`src/rtl/bin2bcd_seq.sv`:
```
// Sequential binary-to-BCD converter (shift-and-add-3, one bit per clock).
// Accepts a value on start while idle. Produces DIGITS packed BCD digits WIDTH+1 cycles
// later, with a single-cycle done_tick. The bcd output holds the previous result while a
// conversion runs, so a downstream display never shows partial values.
module bin2bcd_seq #(
   parameter int unsigned WIDTH  = 13,
   parameter int unsigned DIGITS = 4
) (
   input  logic                  clk,
   input  logic                  reset_n,
   input  logic                  start,
   input  logic [WIDTH-1:0]      bin,
   output logic                  ready,
   output logic                  done_tick,
   output logic [4*DIGITS-1:0]   bcd
);

   localparam int unsigned BW = 4 * DIGITS;
   localparam int unsigned CW = $clog2(WIDTH + 1);

   localparam logic [1:0] IDLE = 2'd0;
   localparam logic [1:0] OP   = 2'd1;
   localparam logic [1:0] DONE = 2'd2;

   // Largest value representable in DIGITS decimal digits, plus one.
   function automatic longint unsigned pow10(input int unsigned n);
      longint unsigned p;
      p = 1;
      for (int unsigned i = 0; i < n; i++) begin
         p = p * 10;
      end
      return p;
   endfunction

   // Reject configurations whose largest input would overflow the digit field.
   if (((64'd1 << WIDTH) - 64'd1) > (pow10(DIGITS) - 64'd1)) begin : g_bad_params
      $error("bin2bcd_seq: 2**WIDTH-1 does not fit in DIGITS decimal digits");
   end

   logic [1:0]       state_q, state_d;
   logic [WIDTH-1:0] shift_q, shift_d;
   logic [BW-1:0]    work_q, work_d;
   logic [CW-1:0]    cnt_q, cnt_d;
   logic [BW-1:0]    bcd_q, bcd_d;

   logic [BW-1:0]    work_adj;
   logic [BW-1:0]    work_sh;
   logic [WIDTH-1:0] shift_sh;

   // Add 3 to every working digit that is 5 or more, so the following shift carries
   // correctly into the next decimal digit.
   always_comb begin
      work_adj = work_q;
      for (int i = 0; i < int'(DIGITS); i++) begin
         if (work_q[4*i +: 4] >= 4'd5) begin
            work_adj[4*i +: 4] = work_q[4*i +: 4] + 4'd3;
         end
      end
   end

   // Adjusted digits and binary shift register move left as one chain; the binary MSB
   // enters the LSB of digit 0.
   assign {work_sh, shift_sh} = {work_adj[BW-2:0], shift_q, 1'b0};

   // Next-state for FSM, datapath and the output result register.
   always_comb begin
      state_d = state_q;
      shift_d = shift_q;
      work_d  = work_q;
      cnt_d   = cnt_q;
      bcd_d   = bcd_q;
      case (state_q)
         IDLE: begin
            if (start) begin
               state_d = OP;
               shift_d = bin;
               work_d  = '0;
               cnt_d   = CW'(WIDTH);
            end
         end
         OP: begin
            work_d  = work_sh;
            shift_d = shift_sh;
            cnt_d   = cnt_q - CW'(1);
            // Last bit: publish the final shifted value on this same edge.
            if (cnt_q == CW'(1)) begin
               state_d = DONE;
               bcd_d   = work_sh;
            end
         end
         DONE: begin
            state_d = IDLE;
         end
         default: begin
            state_d = IDLE;
         end
      endcase
   end

   // State registers; reset abandons any conversion in progress.
   always_ff @(posedge clk or negedge reset_n) begin
      if (!reset_n) begin
         state_q <= IDLE;
         shift_q <= '0;
         work_q  <= '0;
         cnt_q   <= '0;
         bcd_q   <= '0;
      end else begin
         state_q <= state_d;
         shift_q <= shift_d;
         work_q  <= work_d;
         cnt_q   <= cnt_d;
         bcd_q   <= bcd_d;
      end
   end

   // Outputs come from state and the result register only.
   assign ready     = (state_q == IDLE);
   assign done_tick = (state_q == DONE);
   assign bcd       = bcd_q;

endmodule
```
`config.mk`:
```
export PLATFORM = sky130hd
export DESIGN_NAME = bin2bcd_seq
export DESIGN_NICKNAME = d
export VERILOG_FILES = /design/src/rtl/bin2bcd_seq.sv
export SDC_FILE = /design/constraint.sdc
export NUM_CORES = 1
export LEC_CHECK = 0
export ABC_AREA = 0
export CAP_MARGIN = 40
export CORE_MARGIN = 2
export CORE_UTILIZATION = 35
export CTS_BUF_LIST = sky130_fd_sc_hd__clkbuf_16
export DETAILED_ROUTE_END_ITERATION = 8
export DONT_BUFFER_PORTS = 1
export PLACE_DENSITY = 0.49
export SYNTH_ARGS = -nofsm -noshare
export SYNTH_HDL_FRONTEND = slang
export SYNTH_SLANG_ARGS = --single-unit
```
`constraint.sdc`:
```
create_clock -name clk -period 4.79 [get_ports clk]
set_input_delay 0.479 -clock clk [delete_from_list [all_inputs] [get_ports clk]]
set_output_delay 0.479 -clock clk [all_outputs]
set_load 0.005 [all_outputs]
```
======== Word-level counts from Yosys, hierarchy flattened ========
Cells that the tools add are included.
word-level totals
  logic and storage cells ................. 37
  register bits after elaboration ......... 51
  output and inout port bits .............. 18
operators by class
  muxes and demuxes ....................... 13
  reductions and logical operators ........ 5
  equality and inequality tests ........... 5
  $add $sub $neg .......................... 5
  $lt $le $gt $ge ......................... 4
operators with widths
  kind                 number
  $pmux 16 s2          1
  $pmux 13 s2          1
  $ge 4x3->1 const B   4
  $mux 16              1
  $mux 4               4
  $mux 13              1
  $add 4x2->4 const B  3
  $pmux 4 s2           1
  $reduce_and 2->1     3
  $eq 4x1->1 const B   1
  $mux 2               2
  $ne 2x2->1 const B   2
  $pmux 2 s2           1
  $sub 4x1->4 const B  1
  $add 3x2->3 const B  1
  $mux 3               1
  $eq 2x1->1 const B   1
  $eq 2x2->1 const B   1
  $logic_not 2->1      1
  $reduce_bool 2->1    1

======== Longest topological paths before layout ========
  word-level depth ........................ 3
  depth in mapped cells ................... 7

======== Worst setup path before layout ========
OpenSTA, ideal clock, no wires.
  path type ............................... flip-flop to flip-flop
  start ................................... reg work_q[8]
  end ..................................... reg work_q[10]
  stages on the path, launching flop included .. 7
  required time ........................... 4.707 ns
  path buffers ............................ 0
  path slack .............................. 3.281 ns
  data arrival time ....................... 1.426 ns
  path through ............................ dfrtp_1 > inv_1 > ha_1 > nand2b_1 > a21oi_1 > mux2_2 > o21ai_0
on the way
  cells in the longest elaborated chain, start to end .. 3
ends and longest elaborated chain
  element                                    line    text
  start: declaration                         42      logic [BW-1:0] work_q, work_d;
  start signal: assignment                   111     work_q <= work_d;
  $add 4x2->4 or $ge 4x3->1 (tied branches)  56, 55
  $mux 4 *                                   55      if (work_q[4*i +: 4] >= 4'd5) begin
  $pmux 16 s2 *                              72      case (state_q)
Every way passes the cells marked *; elsewhere a longest branch is shown, timed or not.
A chain may end at the register's enable or synchronous reset.

======== Final worst setup path ========
  start ................................... reg state_q[0]
  end ..................................... reg bcd_q[1], in the netlist bcd[1]
on the way
  cells in the longest elaborated chain, start to end .. 2
ends and longest elaborated chain
  element                            line  text
  start: declaration                 40    logic [1:0] state_q, state_d;
  start signal: assignment           109   state_q <= state_d;
  $eq 2x1->1                         72
  $reduce_and 2->1 (no source line)  -
  end signal: assignment             107   bcd_q <= '0;
  end signal: assignment             113   bcd_q <= bcd_d;
  end: declaration                   44    logic [BW-1:0] bcd_q, bcd_d;
No other way between the ends.

==> impl_metrics.py <==
metrics = {
    "yosys": {
        "synth_warnings": 0,
        "ys_ff_latch": 51,
        "async_flop_share_pct": 100,
        "ys_types": 33,
        "synth_edf_count": 0,
        "mappedNetlistArea_sq_mm": 0.00257,
        "synthSimpleGateAreaFrac_pct": 15.1,
        "netlist_instances": 257,
        "ys_seq_area_share_pct": 49.7,
        "yosys.area_share.adder_pct": 4.87,
        "synthTopCellsByArea": "dfrtp_1, o21ai_0, a21oi_1",
        "synth_top_area_share_pct": 49.7,
        "synth_nets": 283,
        "synth-compound-area-share_pct": 21.4,
        "synth_xor_area_share_pct": 1.36,
        "synth_top_family_by_area": "compound AO/OA/AOI/OAI gates",
        "synth_top_area_cell": "dfrtp_1",
        "ys.flop_type": "dfrtp_1",
        "synth_mux_area_share_pct": 2.92,
        "syn_area_per_cell_sq_um": 9.99,
    },
    "sta": {
        "setup_viol": 0,
        "fin_crit_ns": 1.92,
        "max_slew_margin_pct": 54.8,
        "grt_setup_unrepaired": "no",
        "tightest_slew_ns": 0.679,
        "worst_slack_ns": 2.87,
        "drv_slew": 0,
        "fin_worst_skew_ns": 0.00654,
        "hold_violations": 0,
        "tns_ns": 0,
        "fmaxAchievable_mhz": 521,
        "fin_crit_sh_pct": 40.0,
    },
    "global_route": {
        "grt_max_degree": 52,
        "grt_overflow": 0,
        "track_usage_pct": 13.7,
        "grt_pass1_wl_microns": 8480,
        "grt_antenna_before_repair": 0,
        "first_global_vias": 1687,
    },
    "routing": {
        "ant_nets": 0,
        "routed_wl_microns": 5030,
        "drtPass1Iterations": 4,
        "vias_per_cell": 4.95,
        "drt_iter0_drc": 45,
        "wl_per_cell_microns": 14.2,
        "vias": 1747,
        "drc": 0,
    },
    "clocking": {
        "clk_pin_slew_ns": 0.07,
        "cts_buffers": 5,
        "clock_latency_ns": 0.29,
        "cts_max_path_buffers": 2,
        "cts_setup_buffers": 0,
        "cts_sinks": 51,
        "cts_root_buf": "clkbuf_16",
        "htreeDepth": 2,
        "cts_tree": "yes",
    },
    "cells_and_area": {
        "final_nets": 279,
        "antenna_cells": 0,
        "drive_above_1_share_pct": 14.2,
        "syn_to_final_growth_pct": 9.40,
        "nFillCells": 710,
    },
    "place": {
        "port_buffers": 0,
        "gp_congestion": 0.741,
        "dp_hpwl_microns": 3400,
        "post-place-ws_ns": 2.85,
    },
    "setup_path": {
        "crit_required_ns": 4.97,
        "cp-start-kind": "flop",
        "worstSetupPathType": "reg -> reg",
        "worstPathMaxFanout": 22,
        "cp-end-kind": "flop",
        "critical_path_arrival_ns": 2.09,
    },
    "die": {
        "core_sq_mm": 0.00718,
        "ioPinCount": 34,
        "dieArea_sq_mm": 0.00804,
        "die_y_microns": 89.7,
        "dieWidth_microns": 89.7,
        "placementRows": 31,
        "initial_core_util_pct": 35.8,
    },
    "power": {
        "peakVddDrop_mv": 0.331,
        "power.density_mw_per_mm2": 676,
        "p_leak_nw": 1.19,
    },
    "run_status": {
        "status": "finished clean",
    },
    "job": {
        "max-cap-violations": 0,
    },
    "hold_path": {
        "min_path_type": "in -> async",
    },
}
path summary, 6_finish.rpt:
path | start | end | slack (ns) | depth (start not counted)
setup / recovery | state_q[0]$_DFFE_PN0P_ | bcd[1]$_DFFE_PN0P_ | 2.87 | 4
hold / removal | reset_n | shift_q[4]$_DFFE_PN0P_ | 0.04 | 1
setup reg to reg | state_q[0]$_DFFE_PN0P_ | bcd[1]$_DFFE_PN0P_ | 2.87 | 4
hold reg to reg | work_q[13]$_DFFE_PN0P_ | work_q[13]$_DFFE_PN0P_ | 0.49 | 2
max in group asynchronous | reset_n | bcd[8]$_DFFE_PN0P_ | 4.51 | 1
min in group clk | bin[5] | shift_q[5]$_DFFE_PN0P_ | 0.38 | 2
cells by family after synthesis:
group / count (synthesis)
XOR/XNOR: 4
AND/OR/NAND/NOR: 68
multiplexers: 6
buffers and inverters: 25
AO/OA/AOI/OAI: 93
adder cells (fa/ha/maj): 10
flip-flops: 51
worst max-delay path: stages (launching register included):
cell and delay [ns]:
dfrtp_1 0.77, nor2b_1 0.33, nand2_4 0.25, inv_4 0.16, mux2_4 0.30
placed cells by master, fill, tap and decap left out, types with 2 or more instances in the layout:
cell and instances:
dfrtp_1 51, o21ai_0 32, nand2_1 28, a21oi_1 26
nor2b_1 15, a22oi_1 11, inv_1 10, o21ai_2 10
ha_1 10, o21ai_1 6, nand2b_1 5, nor3_1 5
clkbuf_16 5, mux2_2 4, xnor2_1 4, or3b_2 4
a31oi_1 4, nor3b_1 3, a22o_1 2, nand3b_1 2
mux2_4 2
registers in the layout, indices dropped and copies added (netlist names):
register and count:
cnt_q 4, work_q 16, state_q 2, shift_q 13, bcd 16
synthesized netlist by cell type, drive strengths merged, types with 2 or more instances:
cell type  number
dfrtp          51
o21ai          48
nand2          29
a21oi          27
nor2b          16
a22oi          11
inv            11
ha             10
buf             9
mux2            6
clkbuf          5
nand2b          5
nor3            5
a31oi           4
nor3b           4
or3b            4
xnor2           4
a22o            2
nand3b          2
metrics by stage:
stage | instance area, sq um | instances | utilization (%) | hold slack (ns) | power [mW]
floorplan | 2570 | 257 | - | 0.183 | 1.39
global route | 2810 | 353 | 39.2 | 0.0462 | 2.10
CTS | 2810 | 353 | 39.2 | 0.0511 | 1.94
detailed placement | 2640 | 344 | 36.8 | 0.186 | 1.57
finish | 2810 | 353 | 39.2 | 0.0390 | 1.90
global placement | 2630 | 343 | 36.6 | 0.186 | 1.55
where the power goes:
part | switching (mW) | internal (mW)
Sequential | 0.195 | 0.622
Combinational | 0.403 | 0.329
Clock | 0.158 | 0.193
what timing repair did:
action / CTS / global route
hold buffers: 1 / 0
resized for setup: 0 / 0
endpoints found under the hold margin: 51 / 0
area by class of cell:
| cell class | instances | area (sq um) | area share (%) |
|---|---|---|---|
| Clock inverter | 3 | 20.0 | 0.712 |
| Multi-Input combinational cell | 181 | 1170 | 41.8 |
| Timing Repair Buffer | 3 | 46.3 | 1.65 |
| Sequential cell | 51 | 1280 | 45.4 |
| Tap cell | 99 | 124 | 4.41 |
| Inverter | 11 | 43.8 | 1.56 |
| Clock buffer | 5 | 125 | 4.45 |
routing by layer:
metal  global-route usage [%]  wire [microns]
met5                        0               0
met3                     3.84             272
met2                     22.3            2380
met4                     4.07              51
met1                     18.0            2320
Power figures use the tool's default switching activity.
